File: config.mk
export PLATFORM = sky130hd
export DESIGN_NAME = sdram_arbiter
export DESIGN_NICKNAME = d
export VERILOG_FILES = /design/src/rtl/sdram_arbiter.sv
export SDC_FILE = /design/constraint.sdc
export NUM_CORES = 1
export LEC_CHECK = 0
export CAP_MARGIN = 0
export CORE_ASPECT_RATIO = 0.8
export CORE_UTILIZATION = 30
export CTS_CLUSTER_DIAMETER = 100
export CTS_CLUSTER_SIZE = 30
export DETAILED_ROUTE_END_ITERATION = 10
export GPL_ROUTABILITY_DRIVEN = 0
export GPL_TIMING_DRIVEN = 0
export PLACE_DENSITY = 0.67
export SLEW_MARGIN = 20
export SYNTH_ARGS = -nofsm -noshare
export SYNTH_HDL_FRONTEND = slang
export SYNTH_SLANG_ARGS = --single-unit
File: constraint.sdc
create_clock -name clk -period 4.1 [get_ports clk]
set_input_delay 0.82 -clock clk [delete_from_list [all_inputs] [get_ports clk]]
set_output_delay 0.82 -clock clk [all_outputs]
set_load 0.02 [all_outputs]
File: src/rtl/sdram_arbiter.sv
// sdram_arbiter
//   Shares the single SDRAM access port between the input-image fetch path
//   (reads) and the output-image writeback path (writes). One transaction is
//   in flight at a time. When both sides request together, the side that was
//   not served last wins. A wait watchdog forces completion so that every
//   request is eventually granted.
//
// Ports
//   clk, n_rst            clock (rising edge), asynchronous active-low reset
//   rd_req/rd_addr        read request (level) and address
//   rd_grant/rd_data      one-cycle completion pulse, registered read data
//   wr_req/wr_addr/wr_data write request (level), address and data
//   wr_grant              one-cycle write completion pulse
//   mem_read_en/_write_en one-cycle strobes to the SDRAM controller
//   mem_addr/mem_wdata    registered transaction address / write data
//   mem_rdata/mem_done    controller read data and completion pulse
//   err_clr/timeout_err   clear input and sticky watchdog flag
//   busy                  high whenever a transaction is being handled
module sdram_arbiter #(
  parameter int ADDR_W  = 22,
  parameter int DATA_W  = 16,
  parameter int TIMEOUT = 255
) (
  input  logic              clk,
  input  logic              n_rst,
  input  logic              rd_req,
  input  logic [ADDR_W-1:0] rd_addr,
  output logic              rd_grant,
  output logic [DATA_W-1:0] rd_data,
  input  logic              wr_req,
  input  logic [ADDR_W-1:0] wr_addr,
  input  logic [DATA_W-1:0] wr_data,
  output logic              wr_grant,
  output logic              mem_read_en,
  output logic              mem_write_en,
  output logic [ADDR_W-1:0] mem_addr,
  output logic [DATA_W-1:0] mem_wdata,
  input  logic [DATA_W-1:0] mem_rdata,
  input  logic              mem_done,
  input  logic              err_clr,
  output logic              timeout_err,
  output logic              busy
);

  typedef enum logic [2:0] {
    S_IDLE,
    S_RD_ISSUE,
    S_RD_WAIT,
    S_WR_ISSUE,
    S_WR_WAIT,
    S_RESP
  } state_t;

  // The counter starts at 0 in the first WAIT cycle, so the last permitted
  // WAIT cycle is the one where it holds TIMEOUT-1 (TIMEOUT WAIT cycles total).
  localparam logic [7:0] LAST_WAIT = 8'(TIMEOUT - 1);

  state_t     state, state_nxt;
  logic [7:0] wait_cnt;
  logic       last_wr;     // 1: the most recently granted transaction was a write
  logic       dir_wr;      // direction of the transaction in flight
  logic       start;
  logic       pick_wr;
  logic       in_wait;
  logic       expired;
  logic       timeout_hit;

  // Fair choice: a lone requester always wins; under contention the side
  // that did not go last gets the port.
  assign pick_wr     = wr_req && (!rd_req || !last_wr);
  assign start       = (state == S_IDLE) && (rd_req || wr_req);
  assign in_wait     = (state == S_RD_WAIT) || (state == S_WR_WAIT);
  assign expired     = (wait_cnt == LAST_WAIT);
  // A completion arriving in the final WAIT cycle still counts as success.
  assign timeout_hit = in_wait && !mem_done && expired;

  always_ff @(posedge clk or negedge n_rst) begin
    if (!n_rst) begin
      state <= S_IDLE;
    end else begin
      state <= state_nxt;
    end
  end

  always_comb begin
    state_nxt = state;
    case (state)
      S_IDLE: begin
        if (rd_req || wr_req) begin
          state_nxt = pick_wr ? S_WR_ISSUE : S_RD_ISSUE;
        end
      end
      S_RD_ISSUE: state_nxt = S_RD_WAIT;
      S_WR_ISSUE: state_nxt = S_WR_WAIT;
      S_RD_WAIT, S_WR_WAIT: begin
        if (mem_done || expired) begin
          state_nxt = S_RESP;
        end
      end
      S_RESP:  state_nxt = S_IDLE;
      default: state_nxt = S_IDLE;
    endcase
  end

  // Outputs are decoded from state so strobes and grants are exactly one
  // cycle wide and can never overlap.
  always_comb begin
    mem_read_en  = 1'b0;
    mem_write_en = 1'b0;
    rd_grant     = 1'b0;
    wr_grant     = 1'b0;
    busy         = (state != S_IDLE);
    case (state)
      S_RD_ISSUE: mem_read_en  = 1'b1;
      S_WR_ISSUE: mem_write_en = 1'b1;
      S_RESP: begin
        rd_grant = !dir_wr;
        wr_grant = dir_wr;
      end
      default: ;
    endcase
  end

  always_ff @(posedge clk or negedge n_rst) begin
    if (!n_rst) begin
      wait_cnt    <= '0;
      last_wr     <= 1'b1;
      dir_wr      <= 1'b0;
      timeout_err <= 1'b0;
    end else begin
      if ((state == S_RD_ISSUE) || (state == S_WR_ISSUE)) begin
        wait_cnt <= '0;
      end else if (in_wait) begin
        wait_cnt <= wait_cnt + 8'd1;
      end
      if (start) begin
        dir_wr <= pick_wr;
      end
      if (state == S_RESP) begin
        last_wr <= dir_wr;
      end
      // A new timeout wins over a simultaneous clear.
      if (timeout_hit) begin
        timeout_err <= 1'b1;
      end else if (err_clr) begin
        timeout_err <= 1'b0;
      end
    end
  end

  // Transaction registers hold between transactions; rd_data changes only
  // when a read finishes (real data or forced zero on timeout).
  always_ff @(posedge clk or negedge n_rst) begin
    if (!n_rst) begin
      mem_addr  <= '0;
      mem_wdata <= '0;
      rd_data   <= '0;
    end else begin
      if (start) begin
        mem_addr <= pick_wr ? wr_addr : rd_addr;
        if (pick_wr) begin
          mem_wdata <= wr_data;
        end
      end
      if (state == S_RD_WAIT) begin
        if (mem_done) begin
          rd_data <= mem_rdata;
        end else if (expired) begin
          rd_data <= '0;
        end
      end
    end
  end

endmodule

==> After elaboration in Yosys (flattened, before gate mapping) <==
Cells that the tools add are included.
{ "totals": {"ff_bits": 68, "in_bits": 82, "out_inout_bits": 60, "word_cells": 54} }
{ "op_classes": {"add_sub_neg": 1, "eq_ne": 8, "mux": 15, "reduce_logical": 22} }
{ "op_table": {"columns": ["operator", "n"], "rows": [
  ["2-to-1 mux 16 bit", 2],
  ["2-to-1 mux 22 bit", 1],
  ["2-to-1 mux 8 bit", 2],
  ["one-hot mux 3 bit (4 select lines)", 1],
  ["adder 8 x 1 -> 8 bit (second input constant)", 1],
  ["== test 8 bit (second input constant)", 1],
  ["== test 3 x 2 -> 1 bit (second input constant)", 2],
  ["== test 3 bit (second input constant)", 2],
  ["2-to-1 mux 1 bit", 6],
  ["2-to-1 mux 3 bit", 2],
  ["AND reduction 2 bit", 3],
  ["nonzero test 2 bit", 3],
  ["logical OR 1 bit", 5],
  ["logical AND 1 bit", 4],
  ["zero test 1 bit", 4],
  ["== test 3 x 1 -> 1 bit (second input constant)", 1],
  ["zero test 3 bit", 1],
  ["nonzero test 3 bit", 1],
  ["2-to-1 mux 2 bit", 1],
  ["inequality test 2 x 1 -> 1 bit (second input constant)", 1],
  ["inequality test 2 bit (second input constant)", 1],
  ["OR reduction 2 bit", 1]
]} }

==> Logic depth before layout (Yosys ltp) <==
{ "depth": {"word_depth": 6, "mapped_depth": 7, "depth_no_buf": 6} }

==> Worst setup path after synthesis <==
No wires, ideal clock.
{ "synth_path": {"path_kind": "register -> output", "startpoint": "reg state[1]", "endpoint": "out wr_grant", "arrival_time_ps": 1305, "t_required_ps": 3280, "slack_ps": 1975, "path_stages_with_launch": 5, "path_buffers": 1, "cell_sequence": "dfrtp_1 buf_4 nand2b_1 or2_2 nor2_1"} }
{ "synth_between": {"elab_chain_len": 2} }
{ "synth_rtl": {"columns": ["item", "line_no", "rtl"], "rows": [
  ["start: declaration", "58", "state_t state, state_nxt;"],
  ["start signal: assignment", "81", "state <= state_nxt;"],
  ["== test 3 bit", "113", "case (state)"],
  ["2-to-1 mux 1 bit", "113", null],
  ["end: declaration", "33", "output logic wr_grant,"]
]} }
Every way passes these cells.

==> Worst setup path in the final report <==
Same ends and word-level chain as after synthesis.

==> reports/qor.csv <==
stage;metric;value;unit
yosys;EDFF count, synth;0;
die;row cnt;33;
power;total power draw;3.88;mW
routing;wl on met1;3670;um
routing;routed wire length;8000;um
routing;drt drc;0;
power;worst vdd ir;305;uV
clock_tree;CTS tree;built;
yosys;Adder-Cell Fraction of Synth Area;0.774;%
die;full die area;11200;um^2
clock_tree;Bufs on Longest Clock Path;2;
worst_hold_path;Worst Hold Class;input pin to asynchronous set/reset pin;
critical_path;slowest stage delay, CP;0.64;ns
power;PwrDens;756;nW/um^2
clock_tree;Post-CTS Hold Buffers;0;
yosys;Syn Std Cell Area;3230;um^2
critical_path;critical path arrival;2.23;ns
yosys;Cells after Synth;270;
clock_tree;Skew-Pair Late Insertion Delay;0.32;ns
yosys;Synth Net Count;354;
timing;Max Freq;328;MHz
yosys;yosys warns;0;
placed_design;Final HPWL DP;6130;um
routing;initial DRC count;140;
yosys;sequential share of the synthesized area;52.7;%
yosys;top-area cell type share of the netlist area;51.9;%
global_routing;largest net degree at the start of global routing;40;
global_routing;wire length of the first global-routing pass;13000;um
routing;met2 wire len;3670;um
routing;highest metal layer with signal wires;met4;
yosys;top post-synthesis cells by count;dfrtp_1, nor2_1, mux2i_1, a21oi_2, a22o_1;
critical_path;Crit. End Element;output pin;
global_routing;grt ovf;0;
yosys;count leader, synth;dfrtp_1;
routing;routed len/inst;14.1;um
die;initial core utilization;31.2;%
layout;final-stage net count;507;
layout;antenna fix cells;0;
clock_tree;CTS buffer count;9;
critical_path;critical path launch point type;flip-flop;
die;I/O Pins;142;
global_routing;vias in the first global route;2600;
timing;relative max-transition margin;70.0;%
power;Pleak;2.18;nW
critical_path;Slowest cell on crit path;clkdlybuf4s50_1;
layout;layout cells sized above 1;18.0;%
yosys;post-synth top area cell;dfrtp_1;
timing;Tcrit/Tclk final;74.3;%
clock_tree;Clock transition at path regs;0.06;ns
global_routing;Total Routing Usage GR;14.9;%
die;die width;118;um
critical_path;Setup Crit Path Kind;flip-flop to output pin;
routing;TritonRoute pass-1 iters;4;
timing;Setup Viol. Count Final;0;
yosys;top post-synthesis cells by area;dfrtp_1, mux2i_1, a21oi_2;
run;max cap viols;0;
routing;met3 wire len;583;um
die;die outline height;94.8;um
clock_tree;CTS H-tree lvls;3;
timing;hold_ws;0.421;ns
critical_path;crit-path max FO;9;
timing;final slew viol count;0;
placed_design;Port Buffers;141;
clock_tree;Clock Sinks;68;
global_routing;antenna violations before repair;0;
timing;final hold viol count;0;
yosys;Synth cell types;46;
yosys;Post-Synth Simple-Gate Area;11.7;%
yosys;post-synthesis compound-gate area fraction;14.4;%
timing;Period minus WS final;3.05;ns
routing;total number of vias;2581;
yosys;Synth Area in XOR/XNOR;1.08;%
layout;P&R area growth vs syn;58.9;%
clock_tree;Post-CTS Setup Bufs;0;
timing;RSZ-0062 raised after global routing;false;
yosys;mux cell area share after synthesis;14.1;%
timing;actual slew at the worst max-slew pin;0.449;ns
clock_tree;root buffer cell;clkbuf_16;
clock_tree;CTS resizes;0;
yosys;register bit total from synthesis;68;
yosys;ys flop type;dfrtp_1;
routing;Vias per Instance;4.54;
yosys;syn avg cell area;12.0;um^2
timing;clock skew;0.0101;ns
yosys;fraction of registers with async set/reset;100;%
critical_path;CP cell instances;buf_4 > nand2b_1 > or2_2 > nor2_1 > clkdlybuf4s50_1;
die;core area;10400;um^2
routing;Post-DRT Antenna Nets;0;
critical_path;CP Data Required Time;3.28;ns
outcome;outcome;completed;
yosys;largest family of logic cells by synthesized area;compound AO/OA/AOI/OAI gates;
==> area by class of cell <==
cell class | count | area (um^2)
Tap cell | 140 | 175
Sequential cell | 68 | 1700
Fill cell | 980 | 5230
Inverter | 5 | 18.8
Buffer | 18 | 154
Clock inverter | 7 | 73.8
Clock buffer | 9 | 225
Timing Repair Buffer | 142 | 1430
Multi-Input combinational cell | 179 | 1360
==> per-layer routing <==
| metal | global-route usage (%) | up-vias |
|---|---|---|
| met2 | 24.1 | 110 |
| met3 | 5.01 | 4 |
| li1 | - | 1268 |
| met1 | 18.8 | 1199 |
| met5 | 0 | - |
| met4 | 4.81 | 0 |
==> worst max-delay path, delay by kind of cell (launching register included) <==
family | cells | cell delay (ns)
buffers and inverters | 2 | 0.81
and+or+nand+nor | 3 | 0.75
DFF | 1 | 0.36
==> path summary, 6_finish.rpt <==
| check | from | endpoint | slack, ns | cells after the start |
|---|---|---|---|---|
| min | n_rst | mem_addr[19]$_DFFE_PN0P_ | 0.42 | 1 |
| min in group clk | rd_data[7]$_DFFE_PN0P_ | rd_data[7]$_DFFE_PN0P_ | 0.50 | 1 |
| max reg2reg | wait_cnt[0]$_DFFE_PN0P_ | rd_data[8]$_DFFE_PN0P_ | 2.44 | 7 |
| min reg2reg | rd_data[7]$_DFFE_PN0P_ | rd_data[7]$_DFFE_PN0P_ | 0.50 | 1 |
| max | state[1]$_DFFE_PN0P_ | wr_grant | 1.05 | 5 |
| max in group asynchronous | n_rst | last_wr$_DFFE_PN1N_ | 3.09 | 2 |
==> flip-flops by register name (all words and copies together), names as in the netlist <==
register / count
state: 3
mem_wdata: 16
last_wr: 1
rd_data: 16
wait_cnt: 8
mem_addr: 22
dir_wr: 1
timeout_err: 1
==> report_power, final <==
group | leakage (nW) | switching (mW) | internal [mW]
Clock | 0.146 | 0.289 | 0.473
Combinational | 1.22 | 0.971 | 0.990
Sequential | 0.815 | 0.180 | 0.978
==> cell usage in the layout, fill, tap and decap left out, types with 4 or more instances in the layout <==
master	Yosys	routed
clkdlybuf4s50_1	0	140
dfrtp_1	67	67
nor2_1	32	32
mux2i_1	24	24
a21oi_2	17	17
a22o_1	16	16
o21ai_0	11	11
nand2_1	10	10
buf_6	9	9
mux2_4	9	9
clkbuf_16	0	9
nor3_1	8	8
mux2_2	7	7
a21oi_1	6	6
buf_4	4	5
inv_1	4	4
nand3_1	4	4
==> kinds of logic (layout without fill, tap and decap cells) <==
logic type               after synthesis  count (layout)
AND/OR/NAND/NOR                       73              73
flip-flops                            68              68
AO/OA/AOI/OAI                         60              60
multiplexers                          40              40
buffers and inverters                 23             181
XOR/XNOR                               4               4
adder cells (fa/ha/maj)                2               2
==> metrics by stage <==
stage	worst slack (ns)	instances	util [%]	instance area (um^2)	TNS, ns
final	1.05	568	49.5	5130	0
after global routing	0.969	568	49.5	5130	0
after CTS	1.02	568	49.5	5130	0
after detailed placement	1.37	552	46.7	4840	0
after global placement	-0.0743	551	46.5	4820	-4.71
after floorplan	1.98	270	-	3230	0
No activity file was read; power rests on OpenSTA's default activity.
